===== config.mk =====
export PLATFORM = sky130hd
export DESIGN_NAME = instruction_loader
export DESIGN_NICKNAME = d
export VERILOG_FILES = /design/src/rtl/galetron_loader_pkg.sv /design/src/rtl/instruction_loader_byte_packer.sv /design/src/rtl/instruction_loader.sv
export SDC_FILE = /design/constraint.sdc
export NUM_CORES = 1
export LEC_CHECK = 0
export CAP_MARGIN = 20
export CORE_MARGIN = 1
export CORE_UTILIZATION = 44
export DETAILED_ROUTE_END_ITERATION = 16
export GPL_TIMING_DRIVEN = 0
export PLACE_DENSITY = 0.7
export SYNTH_ARGS = -nofsm -noshare
export SYNTH_HDL_FRONTEND = slang
export SYNTH_SLANG_ARGS = --single-unit

===== constraint.sdc =====
create_clock -name clock -period 4.7 [get_ports clock]
set_clock_uncertainty 0.2 [all_clocks]
set_input_delay 0.47 -clock clock [delete_from_list [all_inputs] [get_ports clock]]
set_output_delay 0.47 -clock clock [all_outputs]
set_load 0.1 [all_outputs]

===== src/rtl/galetron_loader_pkg.sv =====
// Shared types and constants for the boot-time instruction loader.
// INSTRUCTION_LOADER_CHECKSUM_EN adds the CHECK state used for the trailing checksum word.
package galetron_loader_pkg;

    localparam int IRAM_DEPTH      = 1501;
    localparam int IRAM_ADDR_WIDTH = 12;
    localparam int BYTES_PER_WORD  = 4;

    typedef enum logic [2:0] {
        ST_IDLE    = 3'd0,
        ST_COLLECT = 3'd1,
        ST_WRITE   = 3'd2,
`ifdef INSTRUCTION_LOADER_CHECKSUM_EN
        ST_CHECK   = 3'd3,
`endif
        ST_FINISH  = 3'd4
    } state_t;

endpackage


===== src/rtl/instruction_loader_byte_packer.sv =====
// Big-endian byte-to-word packer: the first accepted byte lands in bits 31:24.
// word_ready pulses combinationally with the 4th accepted byte; clear restarts the word.
module byte_packer (
    input  logic        clock,
    input  logic        reset,
    input  logic        clear,
    input  logic        take,
    input  logic [7:0]  byte_in,
    output logic [31:0] word,
    output logic        word_ready
);
    import galetron_loader_pkg::*;

    logic [1:0]  byte_cnt;
    logic [31:0] shift_reg;

    assign word       = shift_reg;
    assign word_ready = take && (byte_cnt == 2'(BYTES_PER_WORD - 1));

    always_ff @(posedge clock or negedge reset) begin
        if (!reset) begin
            byte_cnt  <= 2'd0;
            shift_reg <= 32'd0;
        end else if (clear) begin
            byte_cnt  <= 2'd0;
            shift_reg <= 32'd0;
        end else if (take) begin
            byte_cnt  <= byte_cnt + 2'd1;
            shift_reg <= {shift_reg[23:0], byte_in};
        end
    end

endmodule


===== src/rtl/instruction_loader.sv =====
// Boot loader: packs a byte stream into 32-bit words and writes them to the instruction RAM.
// INSTRUCTION_LOADER_CHECKSUM_EN: a trailing XOR checksum word is compared before done.
//
// state      | meaning
// IDLE       | waiting for start; range and zero-length checks happen here
// COLLECT    | accepting bytes of the current word
// WRITE      | one-cycle RAM write of the assembled word
// CHECK      | accepting the 4 checksum bytes (checksum build only)
// FINISH     | done pulse, error if flagged
module instruction_loader #(
    parameter int ADDR_WIDTH = 12,
    parameter int DATA_WIDTH = 32,
    parameter int IRAM_DEPTH = 1501
) (
    input  logic                  clock,
    input  logic                  reset,
    input  logic                  start,
    input  logic [ADDR_WIDTH-1:0] base_address,
    input  logic [ADDR_WIDTH-1:0] word_count,
    input  logic [7:0]            byte_in,
    input  logic                  byte_valid,
    output logic                  byte_ready,
    output logic [ADDR_WIDTH-1:0] i_ram_writing_address,
    output logic [DATA_WIDTH-1:0] i_ram_input,
    output logic                  flag_write_i_ram,
    output logic                  busy,
    output logic                  done,
    output logic                  error
);
    import galetron_loader_pkg::*;

    localparam logic [ADDR_WIDTH:0] DEPTH_LIMIT = IRAM_DEPTH[ADDR_WIDTH:0];

    state_t                state, state_nxt;
    logic [ADDR_WIDTH-1:0] addr_q, count_q, index_q;
    logic                  err_q;
    logic                  start_ok, zero_len, out_of_range;
    logic                  take, word_ready, csum_bad;
    logic [31:0]           word;

    assign start_ok     = (state == ST_IDLE) && start;
    assign zero_len     = (word_count == '0);
    // 13-bit sum so base+count cannot wrap past the limit unnoticed
    assign out_of_range = ({1'b0, base_address} + {1'b0, word_count}) > DEPTH_LIMIT;
    assign take         = byte_valid && byte_ready;

    byte_packer u_packer (
        .clock      (clock),
        .reset      (reset),
        .clear      (start_ok),
        .take       (take),
        .byte_in    (byte_in),
        .word       (word),
        .word_ready (word_ready)
    );

    assign i_ram_input           = word;
    assign i_ram_writing_address = addr_q;

    always_ff @(posedge clock or negedge reset) begin
        if (!reset) begin
            state <= ST_IDLE;
        end else begin
            state <= state_nxt;
        end
    end

    always_comb begin
        state_nxt = state;
        case (state)
            ST_IDLE: begin
                if (start) begin
                    if (zero_len || out_of_range) begin
                        state_nxt = ST_FINISH;
                    end else begin
                        state_nxt = ST_COLLECT;
                    end
                end
            end
            ST_COLLECT: begin
                if (word_ready) begin
                    state_nxt = ST_WRITE;
                end
            end
            ST_WRITE: begin
                if (index_q + 1'b1 == count_q) begin
`ifdef INSTRUCTION_LOADER_CHECKSUM_EN
                    state_nxt = ST_CHECK;
`else
                    state_nxt = ST_FINISH;
`endif
                end else begin
                    state_nxt = ST_COLLECT;
                end
            end
`ifdef INSTRUCTION_LOADER_CHECKSUM_EN
            ST_CHECK: begin
                if (word_ready) begin
                    state_nxt = ST_FINISH;
                end
            end
`endif
            ST_FINISH: state_nxt = ST_IDLE;
            default:   state_nxt = ST_IDLE;
        endcase
    end

    always_comb begin
        byte_ready       = 1'b0;
        flag_write_i_ram = 1'b0;
        busy             = 1'b0;
        done             = 1'b0;
        error            = 1'b0;
        case (state)
            ST_COLLECT: begin
                byte_ready = 1'b1;
                busy       = 1'b1;
            end
            ST_WRITE: begin
                flag_write_i_ram = 1'b1;
                busy             = 1'b1;
            end
`ifdef INSTRUCTION_LOADER_CHECKSUM_EN
            ST_CHECK: begin
                byte_ready = 1'b1;
                busy       = 1'b1;
            end
`endif
            ST_FINISH: begin
                done  = 1'b1;
                error = err_q || csum_bad;
            end
            default: ;
        endcase
    end

    // addr_q tracks base+index so the write address is a plain register
    always_ff @(posedge clock or negedge reset) begin
        if (!reset) begin
            addr_q  <= '0;
            count_q <= '0;
            index_q <= '0;
            err_q   <= 1'b0;
        end else if (start_ok) begin
            addr_q  <= base_address;
            count_q <= word_count;
            index_q <= '0;
            err_q   <= !zero_len && out_of_range;
        end else if (state == ST_WRITE) begin
            addr_q  <= addr_q + 1'b1;
            index_q <= index_q + 1'b1;
        end
    end

`ifdef INSTRUCTION_LOADER_CHECKSUM_EN
    logic [31:0] csum_q;
    logic        chk_q;

    // In FINISH the packer still holds the received checksum word
    assign csum_bad = chk_q && (word != csum_q);

    always_ff @(posedge clock or negedge reset) begin
        if (!reset) begin
            csum_q <= 32'd0;
            chk_q  <= 1'b0;
        end else if (start_ok) begin
            csum_q <= 32'd0;
            chk_q  <= 1'b0;
        end else begin
            if (state == ST_WRITE) begin
                csum_q <= csum_q ^ word;
            end
            if (state == ST_CHECK && word_ready) begin
                chk_q <= 1'b1;
            end
        end
    end
`else
    assign csum_bad = 1'b0;
`endif

endmodule

# Word-level counts from Yosys, hierarchy flattened

Index checks and enable logic that the tools add are counted.
W data, S select, Z words.

Flip-flop bits (word level): 74
Bits of input ports: 36
Output and inout bits: 49
Word-level logic and storage cells: 49

Add/subtract/negate cells: 4
Order comparisons: 1
Equality and inequality tests: 7
Mux-type cells: 18
Reduce and logical (&&, ||, !) cells: 12

Operators by type and width:

| kind                    | number |
|---|---|
| $mux W32                | 2 |
| $mux W12                | 4 |
| $add A12 B1 Y12 const B | 2 |
| $add A12 B12 Y13        | 1 |
| $gt A13 B11 Y1 const B  | 1 |
| $eq A12 B12 Y1          | 1 |
| $logic_not A12 Y1       | 1 |
| $mux W3                 | 4 |
| $pmux W3 S3             | 1 |
| $mux W1                 | 5 |
| $logic_and A1 B1 Y1     | 4 |
| $mux W2                 | 2 |
| $reduce_bool A2 Y1      | 2 |
| $eq A3 B1 Y1 const B    | 1 |
| $eq A3 B2 Y1 const B    | 1 |
| $eq A3 B3 Y1 const B    | 1 |
| $logic_not A3 Y1        | 1 |
| $add A2 B1 Y2 const B   | 1 |
| $eq A2 B2 Y1 const B    | 1 |
| $ne A2 B1 Y1 const B    | 1 |
| $ne A2 B2 Y1 const B    | 1 |
| $reduce_and A2 Y1       | 1 |
| $reduce_or A2 Y1        | 1 |
| $logic_not A1 Y1        | 1 |
| $logic_or A1 B1 Y1      | 1 |

# Logic depth before layout (Yosys ltp)

Word-level depth: 6
Mapped depth: 10
Depth with buffers taken out: 10

# Cells and area by module

From an unflattened synthesis, not the netlist that was laid out.

Cells, all modules: 433
Area, all modules: 4257.8 um2

Modules (own cells, without submodules):

| module             | instances | cells an instance | area an instance (um2) | seq. area each (um2) |
|---|---|---|---|---|
| instruction_loader | 1         | 321               | 2830.2                 | 1001.0 |
| byte_packer        | 1         | 112               | 1427.6                 | 850.8 |

# Least setup slack after synthesis

Ideal clock, no wire load.

Path type: flip-flop to output port
From: register state[0]
To: output error
Data arrival time: 3637 ps
Required time: 4030 ps
Setup slack: 393 ps
Stages on the path, launching flop included: 3
Buffers on the path: 0
Cells stage by stage: dfrtp_1 nor3b_1 and2_1

Longest elaborated chain between the ends: 2

RTL lines:

| element                  | RTL line                  | text |
|---|---|---|
| start: declaration       | instruction_loader.sv:34  | `state_t state, state_nxt;` |
| start signal: assignment | instruction_loader.sv:64  | `state <= state_nxt;` |
| $eq A3 B3 Y1             | instruction_loader.sv:114 | `case (state)` |
| $mux W1                  | instruction_loader.sv:114 |  |
| end: declaration         | instruction_loader.sv:28  | `output logic error` |

No other way between the ends.

# Worst setup path in the final report

From: register state[0]
To: output flag_write_i_ram

Longest elaborated chain between the ends: 2

RTL lines:

| element          | RTL line                  | text |
|---|---|---|
| $eq A3 B2 Y1     | instruction_loader.sv:114 |  |
| $mux W1          | instruction_loader.sv:114 |  |
| end: declaration | instruction_loader.sv:25  | `output logic flag_write_i_ram,` |

No other way between the ends.

==> summary.md <==
| Metric | Value |
|---|---|
| Number of synthesized flops with an enable pin | 0 |
| Total Wirelength | 10.5 mm |
| TritonRoute pass-1 iters | 7 |
| Num CTS Buffers | 9 |
| Initial antenna violation count | 0 |
| N_diodes | 0 |
| Ys flop type | dfrtp_1 |
| Worst vdd ir | 0.567 mV |
| Post-route cell area | 5330 um^2 |
| Post-layout minimum cycle time | 3.63 ns |
| Vias per cell | 5.43 |
| Layout area overhead | 29.9% |
| # resized after CTS | 0 |
| Mapped cell area | 4100 um^2 |
| Core Rows | 34 |
| Yosys warns | 0 |
| FFs w/ async S/R, synth | 1.00 |
| Yosys cell types | 57 |
| Area leader, netlist | dfrtp_1 |
| Vias in the first global route | 3586 |
| CP endpoint kind | primary output |
| Sw power | 1560 uW |
| Die X | 98.5 um |
| Top-count cell post-synth | nand2_1 |
| Final Max Slew Viols | 0 |
| Iter 0 DRT Violations | 203 |
| Fin Setup TNS | 0 ns |
| Sink Count | 74 |
| Placed wire-length estimate | 7.86 mm |
| Hold Vio Cnt, Final | 0 |
| Initial Util | 0.461 |
| WL per Instance | 15.5 um |
| Crit start category | flip-flop |
| Via count | 3679 |
| I/O Pins | 85 |
| Seq pwr share | 0.309 |
| Layout cells sized above 1 | 0.0526 |
| Overflow after GRT | 0 |
| Clk pwr share | 0.179 |
| Gpl congestion | 0.821 |
| CTS max path bufs | 2 |
| RSZ-0062 raised after global routing | false |
| Final #Nets | 618 |
| Sw Ratio | 0.509 |
| CTS tree | built |
| Total of max-cap violations | 0 |
| Die Y | 98.5 um |
| Crit path DAT | 2.96 ns |
| Crit path max fanout | 10 |
| Dpl cell area | 5100 um^2 |
| Root Driver | clkbuf_8 |
| Synth Instances | 469 |
| Pin count of the biggest net entering global routing | 48 |
| Post-CTS setup buffers | 0 |
| Hold buffers post-CTS | 1 |
| Final setup violating endpoints | 0 |
| Commonest cells in the netlist | 143 x nand2_1, 74 x dfrtp_1, 60 x o21ai_0 |
| First-pass GRT wire length | 17.4 mm |
| Top post-synthesis cells by area | dfrtp_1 45%, nand2_1 13%, o21ai_0 7.3% |
| Critical path required time | 4.03 ns |
| Worst-margin pin slew | 1.02 ns |
| Rel. slew slack | 0.318 |
| Clk pin slew, worst setup/hold paths | 0.08 ns |
| Flops & latches, synth | 74 |
| Internal power | 1500 uW |
| Worst Hold Class | reg2reg |
| GR Util All Layers | 0.227 |
| Residual DRC | 0 |
| Count of input and output buffers | 84 |
| PwrDens | 575 nW/um^2 |
| Mapped Nets | 521 |
| Leakage | 0.00228 uW |
| Max Clk Rate | 276 MHz |
| Core area | 8890 um^2 |
| Status | finished, final reports clean |
| Comb power frac | 0.512 |
| Die ar. | 9710 um^2 |
| Fin crit share | 0.772 |
| Post-synthesis sequential area ratio | 0.451 |
| Post-synth top area share | 0.451 |
| Synth Area per Inst | 8.75 um^2 |
| Post-DRT Antenna Nets | 0 |
| WS Path Type | reg2out |
| Clk Latency, worst-skew pair | 0.35 ns |
| H-tree Lvls | 3 |
-- final timing paths --
check                                     to  slack [ns]  startpoint  cells after the start
max                         flag_write_i_ram        1.07    state[0]                      5
min                                    err_q        0.28       err_q                      2
max reg2reg                         state[0]        2.19  index_q[0]                      8
min reg2reg                            err_q        0.28       err_q                      2
max in group asynchronous  u_packer.word[12]        3.34       reset                      3
min in group asynchronous         count_q[3]        0.40       reset                      2
-- registers in the layout (all words and copies together) (netlist names) --
name,count
count_q,12
err_q,1
u_packer.word,32
u_packer.byte_cnt,2
state,3
index_q,12
i_ram_writing_address,12
-- kinds of logic (layout without fill, tap and decap cells) --
| logic type | count (synthesis) | count (layout) | share of synthesized area |
|---|---|---|---|
| flops | 74 | 74 | 0.451 |
| fa+ha+maj | 16 | 16 | 0.0506 |
| compound gates | 101 | 101 | 0.150 |
| mux | 2 | 2 | 0.00488 |
| buf+inv | 31 | 132 | 0.0299 |
| xor+xnor | 36 | 36 | 0.0836 |
| simple gates | 209 | 209 | 0.229 |
-- metal layers --
layer  global-route usage  up-vias  wire, um
li1                     -     1793         -
met2                0.361      116      4800
met4               0.0666        0       172
met1                0.312     1752      4810
met5                    0        -         0
met3               0.0525       18       709
-- worst max-delay path: stages, from the launching register on --
cell and delay (ns):
dfrtp_1 0.44, nor2_1 0.10, nand2_1 0.15, inv_1 0.23, clkbuf_1 0.46, clkdlybuf4s50_1 1.24
-- power groups by stage --
stage	sequential (uW)	combinational (uW)	clock, uW
after global routing	968	1660	584
after CTS	944	1570	556
final	948	1570	549
after floorplan	1590	522	0
after global placement	951	1550	0
after detailed placement	954	1570	0
-- layout make-up --
cell class                      instances  area, um^2
Buffer                                 23        92.6
Clock buffer                            9         124
Clock inverter                          6        90.1
Sequential cell                        74        1850
Inverter                                8        30.0
Tap cell                              108         135
Multi-Input combinational cell        364        2130
Fill cell                             784        3560
Timing Repair Buffer                   86         876
-- cells in the final DEF (no fill, tap or decap), drive strengths merged, types with 3 or more instances in the layout --
cell type | Yosys | final
a21oi | 9 | 9
and2 | 3 | 3
and3 | 5 | 5
buf | 5 | 7
clkbuf | 18 | 27
clkdlybuf4s50 | 0 | 83
dfrtp | 74 | 74
ha | 15 | 15
inv | 8 | 9
nand2 | 143 | 143
nand3 | 5 | 5
nand4 | 5 | 5
nor2 | 26 | 26
nor3 | 7 | 7
nor4 | 6 | 6
o21ai | 64 | 64
xnor2 | 19 | 19
xor2 | 15 | 15
-- through the flow --
| stage | util | setup slack [ns] | hold slack, ns | total power, uW | instances |
|---|---|---|---|---|---|
| finish | 0.599 | 1.07 | 0.285 | 3060 | 678 |
| global route | 0.599 | 0.873 | 0.329 | 3210 | 678 |
| CTS | 0.599 | 1.06 | 0.283 | 3070 | 678 |
| detailed placement | 0.574 | 1.25 | 0.227 | 2520 | 662 |
| global placement | 0.571 | 0.395 | 0.257 | 2500 | 661 |
| floorplan | - | 0.393 | -0.0256 | 2110 | 469 |
(Power assumes the default switching activity.)
